[config.mk]
export PLATFORM = sky130hd
export DESIGN_NAME = sfifo_wr_sched
export DESIGN_NICKNAME = d
export VERILOG_FILES = /design/src/rtl/sfifo_pkg.sv /design/src/rtl/sfifo_bp_gen.sv /design/src/rtl/sfifo_wr_sched.sv
export SDC_FILE = /design/constraint.sdc
export NUM_CORES = 1
export LEC_CHECK = 0
export ABC_AREA = 1
export BUFFER_PORTS_ARGS = -buffer_cell sky130_fd_sc_hd__buf_4
export CAP_MARGIN = 0
export CORE_ASPECT_RATIO = 0.9
export CORE_MARGIN = 10
export CORE_UTILIZATION = 55
export DETAILED_ROUTE_END_ITERATION = 10
export PLACE_DENSITY = 0.8
export SETUP_SLACK_MARGIN = 0.1
export SKIP_CTS_REPAIR_TIMING = 1
export SYNTH_ARGS = -nofsm -noshare
export SYNTH_HDL_FRONTEND = slang
export SYNTH_SLANG_ARGS = --single-unit
[constraint.sdc]
create_clock -name wb_clk_i -period 7.35 [get_ports wb_clk_i]
set_input_delay 0.735 -clock wb_clk_i [delete_from_list [all_inputs] [get_ports wb_clk_i]]
set_output_delay 0.735 -clock wb_clk_i [all_outputs]
set_load 0.02 [all_outputs]
[src/rtl/sfifo_pkg.sv]
// Shared definitions for the SFIFO write scheduler: FSM encoding, period floor, header layout.
package sfifo_pkg;

  typedef enum logic [2:0] {
    ST_IDLE = 3'd0,
    ST_ARB  = 3'd1,
    ST_WAIT = 3'd2,
    ST_HDR  = 3'd3,
    ST_XFER = 3'd4
  } state_t;

  localparam int         MIN_PERIOD    = 4;
  localparam logic [3:0] HDR_MAGIC     = 4'hA;
  localparam int         HDR_MAGIC_LSB = 12;
  localparam int         HDR_ID_LSB    = 8;
  localparam int         HDR_SEQ_LSB   = 0;

endpackage

[src/rtl/sfifo_bp_gen.sv]
// Base-period counter: registered 2-clock tick on bp_cnt 0/1, combinational frame-start pulse.
// Period changes are picked up when the counter sits at 0; disabled means counter parked at 0.
module sfifo_bp_gen
  import sfifo_pkg::*;
#(
  parameter int BP_W = 32
) (
  input  logic            i_clk,
  input  logic            i_rst_n,
  input  logic            i_en,
  input  logic [BP_W-1:0] i_period,
  output logic            o_tick,
  output logic            o_fs
);

  logic [BP_W-1:0] r_cnt;
  logic [BP_W-1:0] r_per;
  logic [BP_W-1:0] w_per_in;
  logic            r_tick;

  assign w_per_in = (i_period < BP_W'(MIN_PERIOD)) ? BP_W'(MIN_PERIOD) : i_period;

  always_ff @(posedge i_clk) begin
    if (!i_rst_n) begin
      r_cnt  <= '0;
      r_per  <= BP_W'(MIN_PERIOD);
      r_tick <= 1'b0;
    end else if (!i_en) begin
      r_cnt  <= '0;
      r_tick <= 1'b0;
    end else begin
      r_tick <= (r_cnt <= BP_W'(1));
      // the period in force for a frame is latched as the frame begins
      if (r_cnt == '0) begin
        r_per <= w_per_in;
        r_cnt <= BP_W'(1);
      end else if (r_cnt == r_per - BP_W'(1)) begin
        r_cnt <= '0;
      end else begin
        r_cnt <= r_cnt + BP_W'(1);
      end
    end
  end

  assign o_tick = r_tick;
  assign o_fs   = i_en && (r_cnt == '0);

endmodule

[src/rtl/sfifo_wr_sched.sv]
// SFIFO producer scheduler: one packet per requester per base period, round-robin, zero-latency word forwarding.
// sfifo_full_i stalls writes but never drops a grant; define SFIFO_HDR_EN to prefix each packet with a header word.
module sfifo_wr_sched
  import sfifo_pkg::*;
#(
  parameter int NREQ     = 4,
  parameter int SFIFO_DW = 16,
  parameter int BP_W     = 32
) (
  input  logic                     wb_clk_i,
  input  logic                     wb_rst_ni,
  input  logic                     bp_en_i,
  input  logic [BP_W-1:0]          bp_period_i,
  input  logic [NREQ-1:0]          req_i,
  input  logic [NREQ-1:0]          last_i,
  input  logic [NREQ*SFIFO_DW-1:0] dat_i,
  output logic [NREQ-1:0]          gnt_o,
  output logic [NREQ-1:0]          ack_o,
  output logic                     sfifo_wr_o,
  output logic [SFIFO_DW-1:0]      sfifo_do,
  input  logic                     sfifo_full_i,
  output logic                     sfifo_bp_tick_o,
  output logic [NREQ-1:0]          ovr_o,
  input  logic                     ovr_clr_i
);

`ifdef SFIFO_HDR_EN
  localparam state_t ST_FIRST = ST_HDR;
`else
  localparam state_t ST_FIRST = ST_XFER;
`endif

  state_t                r_state, w_state_nxt;
  logic [NREQ-1:0]       r_served, r_gnt, r_ovr;
  logic [NREQ-1:0]       w_served_eff, w_elig, w_rot, w_pick_oh, w_ack;
  logic [3:0]            r_rr, w_pick, w_rr_nxt;
  logic [4:0]            w_off, w_sum;
  logic                  w_fs, w_found, w_arb_now, w_last, w_hdr_wr;
  logic [SFIFO_DW-1:0]   w_dat, w_hdr;

  sfifo_bp_gen #(.BP_W(BP_W)) u_bp_gen (
    .i_clk    (wb_clk_i),
    .i_rst_n  (wb_rst_ni),
    .i_en     (bp_en_i),
    .i_period (bp_period_i),
    .o_tick   (sfifo_bp_tick_o),
    .o_fs     (w_fs)
  );

  // at frame start only the in-flight packet keeps its served bit
  assign w_served_eff = w_fs ? r_gnt : r_served;
  assign w_elig       = req_i & ~w_served_eff;
  assign w_arb_now    = (r_state == ST_ARB) || ((r_state == ST_WAIT) && w_fs);
  assign w_rot        = NREQ'({w_elig, w_elig} >> r_rr);

  always_comb begin
    w_found   = 1'b0;
    w_off     = '0;
    w_pick_oh = '0;
    for (int k = 0; k < NREQ; k++) begin
      if (!w_found && w_rot[k]) begin
        w_found = 1'b1;
        w_off   = 5'(k);
      end
    end
    w_sum  = {1'b0, r_rr} + w_off;
    w_pick = (w_sum >= 5'(NREQ)) ? 4'(w_sum - 5'(NREQ)) : 4'(w_sum);
    for (int i = 0; i < NREQ; i++) begin
      w_pick_oh[i] = w_found && (w_pick == 4'(i));
    end
  end

  assign w_rr_nxt = (w_pick == 4'(NREQ - 1)) ? 4'd0 : w_pick + 4'd1;

  always_ff @(posedge wb_clk_i) begin
    if (!wb_rst_ni) r_state <= ST_IDLE;
    else            r_state <= w_state_nxt;
  end

  always_comb begin
    w_state_nxt = r_state;
    unique case (r_state)
      ST_IDLE: if (w_fs) w_state_nxt = ST_ARB;
      ST_ARB, ST_WAIT: begin
        if (w_arb_now)    w_state_nxt = w_found ? ST_FIRST : ST_WAIT;
        else if (|w_elig) w_state_nxt = ST_ARB;
      end
      ST_HDR:  if (w_hdr_wr) w_state_nxt = ST_XFER;
      ST_XFER: if (w_last) w_state_nxt = ST_ARB;
      default: w_state_nxt = ST_IDLE;
    endcase
  end

  // reset gates the strobes so an abandoned packet issues nothing more
  always_comb begin
    w_ack    = '0;
    w_hdr_wr = 1'b0;
    if (wb_rst_ni && !sfifo_full_i) begin
      if (r_state == ST_XFER) w_ack = r_gnt & req_i;
      if (r_state == ST_HDR)  w_hdr_wr = 1'b1;
    end
  end

  always_comb begin
    w_dat = '0;
    for (int i = 0; i < NREQ; i++) begin
      if (r_gnt[i]) w_dat = w_dat | dat_i[i*SFIFO_DW +: SFIFO_DW];
    end
  end

`ifdef SFIFO_HDR_EN
  logic [3:0] r_gid;
  logic [7:0] r_seq;

  always_ff @(posedge wb_clk_i) begin
    if (!wb_rst_ni) begin
      r_gid <= '0;
      r_seq <= '0;
    end else begin
      if (w_fs) r_seq <= r_seq + 8'd1;
      if (w_arb_now && w_found) r_gid <= w_pick;
    end
  end

  always_comb begin
    w_hdr = '0;
    w_hdr[HDR_MAGIC_LSB +: 4] = HDR_MAGIC;
    w_hdr[HDR_ID_LSB +: 4]    = r_gid;
    w_hdr[HDR_SEQ_LSB +: 8]   = r_seq;
  end
`else
  assign w_hdr = '0;
`endif

  assign w_last     = |(w_ack & last_i);
  assign ack_o      = w_ack;
  assign gnt_o      = r_gnt;
  assign ovr_o      = r_ovr;
  assign sfifo_wr_o = (|w_ack) || w_hdr_wr;
  assign sfifo_do   = w_hdr_wr ? w_hdr : ((|w_ack) ? w_dat : '0);

  always_ff @(posedge wb_clk_i) begin
    if (!wb_rst_ni) begin
      r_served <= '0;
      r_gnt    <= '0;
      r_ovr    <= '0;
      r_rr     <= '0;
    end else begin
      // per-bit: a new miss at frame start beats a simultaneous clear
      r_ovr    <= (ovr_clr_i ? '0 : r_ovr) | (w_fs ? (req_i & ~r_served) : '0);
      r_served <= w_served_eff | (w_arb_now ? w_pick_oh : '0);
      if (w_arb_now && w_found) begin
        r_gnt <= w_pick_oh;
        r_rr  <= w_rr_nxt;
      end else if (w_last) begin
        r_gnt <= '0;
      end
    end
  end

endmodule

### Word-level counts from Yosys, hierarchy flattened

Cells that the tools add are included.

* logic and storage cells: 107
* input port bits: 109
* output and inout port bits: 30
* bits in registers: 84

* magnitude comparators: 3
* shift-type cells: 1
* add/subtract/negate cells: 5
* bitwise logic cells: 13
* equal/unequal tests: 12
* reductions and logical operators: 29
* multiplexer cells: 35

Operator list (count)
* 16-bit 2-to-1 mux: 6
* 16-bit bitwise OR: 3
* 4-bit 2-to-1 mux: 10
* 32-bit by 1-bit adder with 32-bit output (second input constant): 1
* 32-bit == test: 1
* 32-bit by 1-bit less-or-equal comparator with 1-bit output (second input constant): 1
* 32-bit zero test: 1
* 32-bit by 3-bit < comparator with 1-bit output (second input constant): 1
* 32-bit 2-to-1 mux: 1
* 32-bit by 1-bit subtractor with 32-bit output (second input constant): 1
* 3-bit 2-to-1 mux: 6
* 4-bit AND: 4
* 4-bit OR reduction: 4
* 3-bit one-hot mux with 4 select lines: 1
* 1-bit logical AND: 11
* 1-bit 2-to-1 mux: 9
* 4-bit by 2-bit == test with 1-bit output (second input constant): 2
* 4-bit NOT: 2
* 4-bit bitwise OR: 2
* 8-bit by 4-bit >> shifter with 4-bit output: 1
* 3-bit by 2-bit == test with 1-bit output (second input constant): 2
* 2-bit inequality test (second input constant): 3
* 4-bit by 5-bit adder with 5-bit output: 1
* 5-bit by 3-bit greater-or-equal comparator with 1-bit output (second input constant): 1
* other kinds (17): 23

### Depth between registers and ports, before layout

* depth in word-level cells: 23
* mapped depth: 31
* mapped depth without buffers: 31

### By module

Synthesis repeated with hierarchy kept, for this count alone.

* cell total of the unflattened synthesis: 1001
* area, all modules: 6361.1 µm²

By module, submodules not included
* sfifo_bp_gen: seq. area each 1301.2 µm², area an instance 4546.9 µm², times used 1, cells each 721
* sfifo_wr_sched: seq. area each 380.4 µm², area an instance 1814.2 µm², times used 1, cells each 280

### Worst setup path before layout

No wires, ideal clock.

* path type: flip-flop to flip-flop
* start point: reg u_bp_gen.r_cnt[0]
* end point: reg r_gnt[0], in the netlist gnt_o[0]
* path buffers: 0
* required time: 7280 ps
* cell stages (with the launch flop): 30
* arrival time: 3655 ps
* slack: 3625 ps
* library setup time: 70 ps
* clock period less this slack: 3725 ps
* cell sequence: dfxtp_1 -> inv_1 -> ha_1 -> nand2_1 -> nor2_1 -> nand2_1 -> nor2_4 -> nand3_1 -> nand4_1 -> nand2_1 -> nand2_1 -> nand2_1 -> nand2_2 -> nand4_1 -> a21boi_0 -> ha_1 -> inv_1 -> fa_1 -> xor2_1 -> inv_1 -> ha_1 -> a21oi_1 -> inv_1 -> o21ai_0 -> inv_1 -> nor2_1 -> nand2_1 -> inv_1 -> nand2_2 -> a21oi_1

* longest elaborated chain between the ends: 22
* elaborated cells between the ends (all ways): 30
* classes of those cells: add/sub: 2; order compare: 1; shift: 1; mux: 10; bitwise: 2; reduce/logical: 14

RTL lines
* start, declared: RTL line sfifo_bp_gen.sv:16 `logic [BP_W-1:0] r_cnt;`
* start signal, assigned: RTL line sfifo_bp_gen.sv:40 `r_cnt <= r_cnt + BP_W'(1);`
* 32-bit zero test (*): RTL line sfifo_bp_gen.sv:46 `assign o_fs = i_en && (r_cnt == '0);`
* 1-bit logical AND (*): RTL line sfifo_bp_gen.sv:46
* 4-bit 2-to-1 mux: RTL line sfifo_wr_sched.sv:51 `assign w_served_eff = w_fs ? r_gnt : r_served;`
* 4-bit NOT: RTL line sfifo_wr_sched.sv:52 `assign w_elig = req_i & ~w_served_eff;`
* 4-bit AND: RTL line sfifo_wr_sched.sv:52
* 8-bit by 4-bit >> shifter with 4-bit output: RTL line sfifo_wr_sched.sv:54 `assign w_rot = NREQ'({w_elig, w_elig} >> r_rr);`
* 1-bit 2-to-1 mux: RTL line sfifo_wr_sched.sv:61 `if (!w_found && w_rot[k]) begin`
* 1-bit zero test: RTL line sfifo_wr_sched.sv:61
* [6 not listed]
* 1-bit logical AND: RTL line sfifo_wr_sched.sv:61
* 5-bit 2-to-1 mux: RTL line sfifo_wr_sched.sv:61
* 4-bit by 5-bit adder with 5-bit output: RTL line sfifo_wr_sched.sv:66 `w_sum = {1'b0, r_rr} + w_off;`
* 4-bit by 3-bit subtractor with 4-bit output or 5-bit by 3-bit greater-or-equal comparator with 1-bit output (tied branches): RTL line sfifo_wr_sched.sv:67 `w_pick = (w_sum >= 5'(NREQ)) ? 4'(w_sum - 5'(NREQ)) : 4'(w_sum);`
* 4-bit 2-to-1 mux: RTL line sfifo_wr_sched.sv:67
* 4-bit zero test: RTL line sfifo_wr_sched.sv:69 `w_pick_oh[i] = w_found && (w_pick == 4'(i));`
* 1-bit logical AND: RTL line sfifo_wr_sched.sv:69
* 4-bit 2-to-1 mux: RTL line sfifo_wr_sched.sv:152 `if (w_arb_now && w_found) begin`
* end signal, assigned: RTL line sfifo_wr_sched.sv:153 `r_gnt <= w_pick_oh;`
* end, declared: RTL line sfifo_wr_sched.sv:34 `logic [NREQ-1:0] r_served, r_gnt, r_ovr;`

Every way passes the cells marked *; elsewhere a longest branch is shown, timed or not.
A chain may end at the register's enable or synchronous reset.

### Final worst setup path

Same ends and word-level chain as after synthesis.

==> run metrics <==
CTS tree built; Clock transition at path regs 0.06 ns; Crit. End Element flop; largest cells by area after synthesis dfxtp_1 (27%), nand2_1 (15%), nor2_1 (6.8%); final core occ 67.36%; Tmin final 4.543 ns; Leak 3.287 nW; initial DRC count 469; worst hold slack 0.4760 ns; Crit path largest cell delay 0.37 ns; core outline area 0.01134 mm2; Syn Nets 1074; Die Y 121.9 um; Die Width 133.2 um; fmax 220.1 MHz; # setup viols final 0; synth warn 0; port bufs 138; Synth Cell Area 0.006341 mm2; Post-synth EDFFs 0; critical path's slowest cell fa_1; via count 6561; reg2reg path depth 27; max cap viols 0; worst reg2reg path endpoint gnt_o[0]; Slew Viols, Final 0; Nets 1200; detailed placement HPWL 15040 um; maximum buffer depth of the clock tree 2; Fill cells 1057; # diodes 0; Synth cell types 52; largest net degree at the start of global routing 43; Max-slew headroom 37.99%; Worst R2R Start u_bp_gen.r_cnt[0]; io pins 139; most frequent cells in the layout nand2_1 (245), buf_4 (140), nor2_1 (115); DP Area 0.007353 mm2; Critical Path RT 7.62 ns; design area 0.007640 mm2; first-pass GRT wire length 30390 um; clk sink count 84; maximum vdd drop 0.1682 mV; vias in the first global route 6091; CP endpoint gnt_o[0]; register area share after synthesis 26.52%; Avg Inst Size Synth 6.654 um2; DRT Wirelength 18770 um; Hold Path Origin u_bp_gen.r_per[31]; Final Hold Viols 0; ratio of cells with drive above 1 in the final layout 21.77%; CP Buf/Inv Count 6; worst reg-to-reg setup slack 2.81 ns; 1st-pass router iterations 5; die area 0.01623 mm2; RSZ-0062 raised after global routing false; HP Class reg2reg; number of core rows 37; H-tree depth 3; critical path class reg2reg; mean routed wirelength per cell 15.14 um; biggest area consumer among synthesized cells dfxtp_1; antenna viol nets, final 0; clock buffers created by TritonCTS 9; vias per cell 5.291; GR Overflow Total 0; top cell type's share of synthesized area 26.52%; Reg area 0.001682 mm2; Area Overhead vs Synth 20.48%; setup tns final 0 ns; worst slew pin tran 0.9301 ns; multi-input logic area 0.004028 mm2; Initial Utilization 55.91%; routability cong. 0.9599; Critical Path Start u_bp_gen.r_cnt[0]; #FFs+latches synth 84; Startpoint Class flop; CP arrival 4.82 ns; Max FO, Critical Path 41; initial antenna violation count 0; Synth Flop Type dfxtp_1; worst skew pair latency 0.34 ns; Top Family by Delay on Critical Path simple AND/OR/NAND/NOR gates; critical path depth 27; power density over the cells 246.9 mW/mm2; GRT Overall Usage 22.66%; status completed; DR DRC count 0; asr flop ratio synth 0%; clk root buf clkbuf_16; fin crit share 61.81%; cell count after synthesis 953; most frequent CP cell inv_1; commonest non-fill, non-tap cell in the layout nand2_1; clock skew 0.005614 ns
-- layout make-up --
type | instances | area share (%)
Inverter | 106 | 5.208
Tap cell | 156 | 2.555
Clock inverter | 4 | 0.6551
Multi-Input combinational cell | 738 | 52.72
Sequential cell | 84 | 22.01
Timing Repair Buffer | 140 | 13.76
Clock buffer | 12 | 3.095
-- synth_stat cells, types with 4 or more instances --
cell and count:
a21oi_1 44, a221oi_1 8, a22o_1 7, a41oi_1 9, clkbuf_1 10, clkbuf_8 8
dfxtp_1 84, ha_1 11, inv_1 104, nand2_1 245, nand2_2 9, nand3_1 61
nand4_1 23, nor2_1 115, nor2_2 42, nor2_4 6, nor3_1 20, nor4_1 9
o21ai_0 16, o32ai_1 4, or2_2 6, xnor2_1 20, xor2_1 46
-- power by group --
| group | switching [mW] | internal (mW) | total, mW |
|---|---|---|---|
| registers | 0.103 | 0.503 | 0.607 |
| clock network | 0.182 | 0.263 | 0.445 |
| logic | 0.509 | 0.326 | 0.834 |
| total | 0.794 | 1.09 | 1.89 |
-- worst register-to-register path: stages, from the launching register on --
cell      delay, ns
dfxtp_1        0.33
inv_1          0.19
ha_1           0.18
nand2_1        0.05
nor2_1         0.13
nand2_1        0.10
nor2_4         0.23
nand2_4        0.31
nand2_4        0.16
nand4_2        0.14
a21oi_2        0.18
nand4_1        0.11
a21boi_0       0.19
ha_1           0.19
inv_1          0.05
fa_1           0.37
xor2_1         0.21
inv_1          0.10
ha_1           0.21
a21oi_1        0.12
inv_1          0.06
o21ai_0        0.26
inv_1          0.10
nor2_1         0.17
nand2_1        0.07
inv_1          0.07
nand2_2        0.05
a21oi_1        0.15
-- logic make-up after synthesis --
logic type      count (synthesis)  synth area share (%)
fa+ha+maj                      12                 2.486
flops                          84                 26.52
simple gates                  560                 41.57
xor+xnor                       67                 9.471
buf+inv                       131                 9.964
compound gates                 99                 9.985
-- metrics by stage --
step | worst slack [ns] | total power, mW | instances
3_5_place_dp | 2.849 | 1.431 | 1224
2_1_floorplan | 3.625 | 1.236 | 953
4_1_cts | 2.817 | 1.878 | 1240
3_3_place_gp | 3.030 | 1.423 | 1224
6_report | 2.807 | 1.886 | 1240
5_1_grt | 2.189 | 2.025 | 1240
-- routing by layer --
layer / routed length (um) / global-route usage, %
met1: 8557 / 30.04
met5: 0 / 0
met4: 202 / 5.027
met2: 8692 / 36.72
met3: 1319 / 5.556
-- sequential cells by signal, indices dropped and copies added (netlist names) --
name	count
ovr_o	4
u_bp_gen.r_cnt	32
u_bp_gen.r_per	32
r_rr	4
u_bp_gen.o_tick	1
r_served	4
r_state	3
gnt_o	4
-- how the worst min path moves through the flow --
stage,depth (start not counted),end,slack [ns]
3_5_place_dp,2,ovr_o[1],0.46
5_1_grt,2,ovr_o[2],0.49
2_1_floorplan,1,ovr_o[0],0.44
3_3_place_gp,2,ovr_o[3],0.46
6_report,2,u_bp_gen.r_per[31],0.48
4_1_cts,2,ovr_o[1],0.47
(Power assumes the default switching activity.)
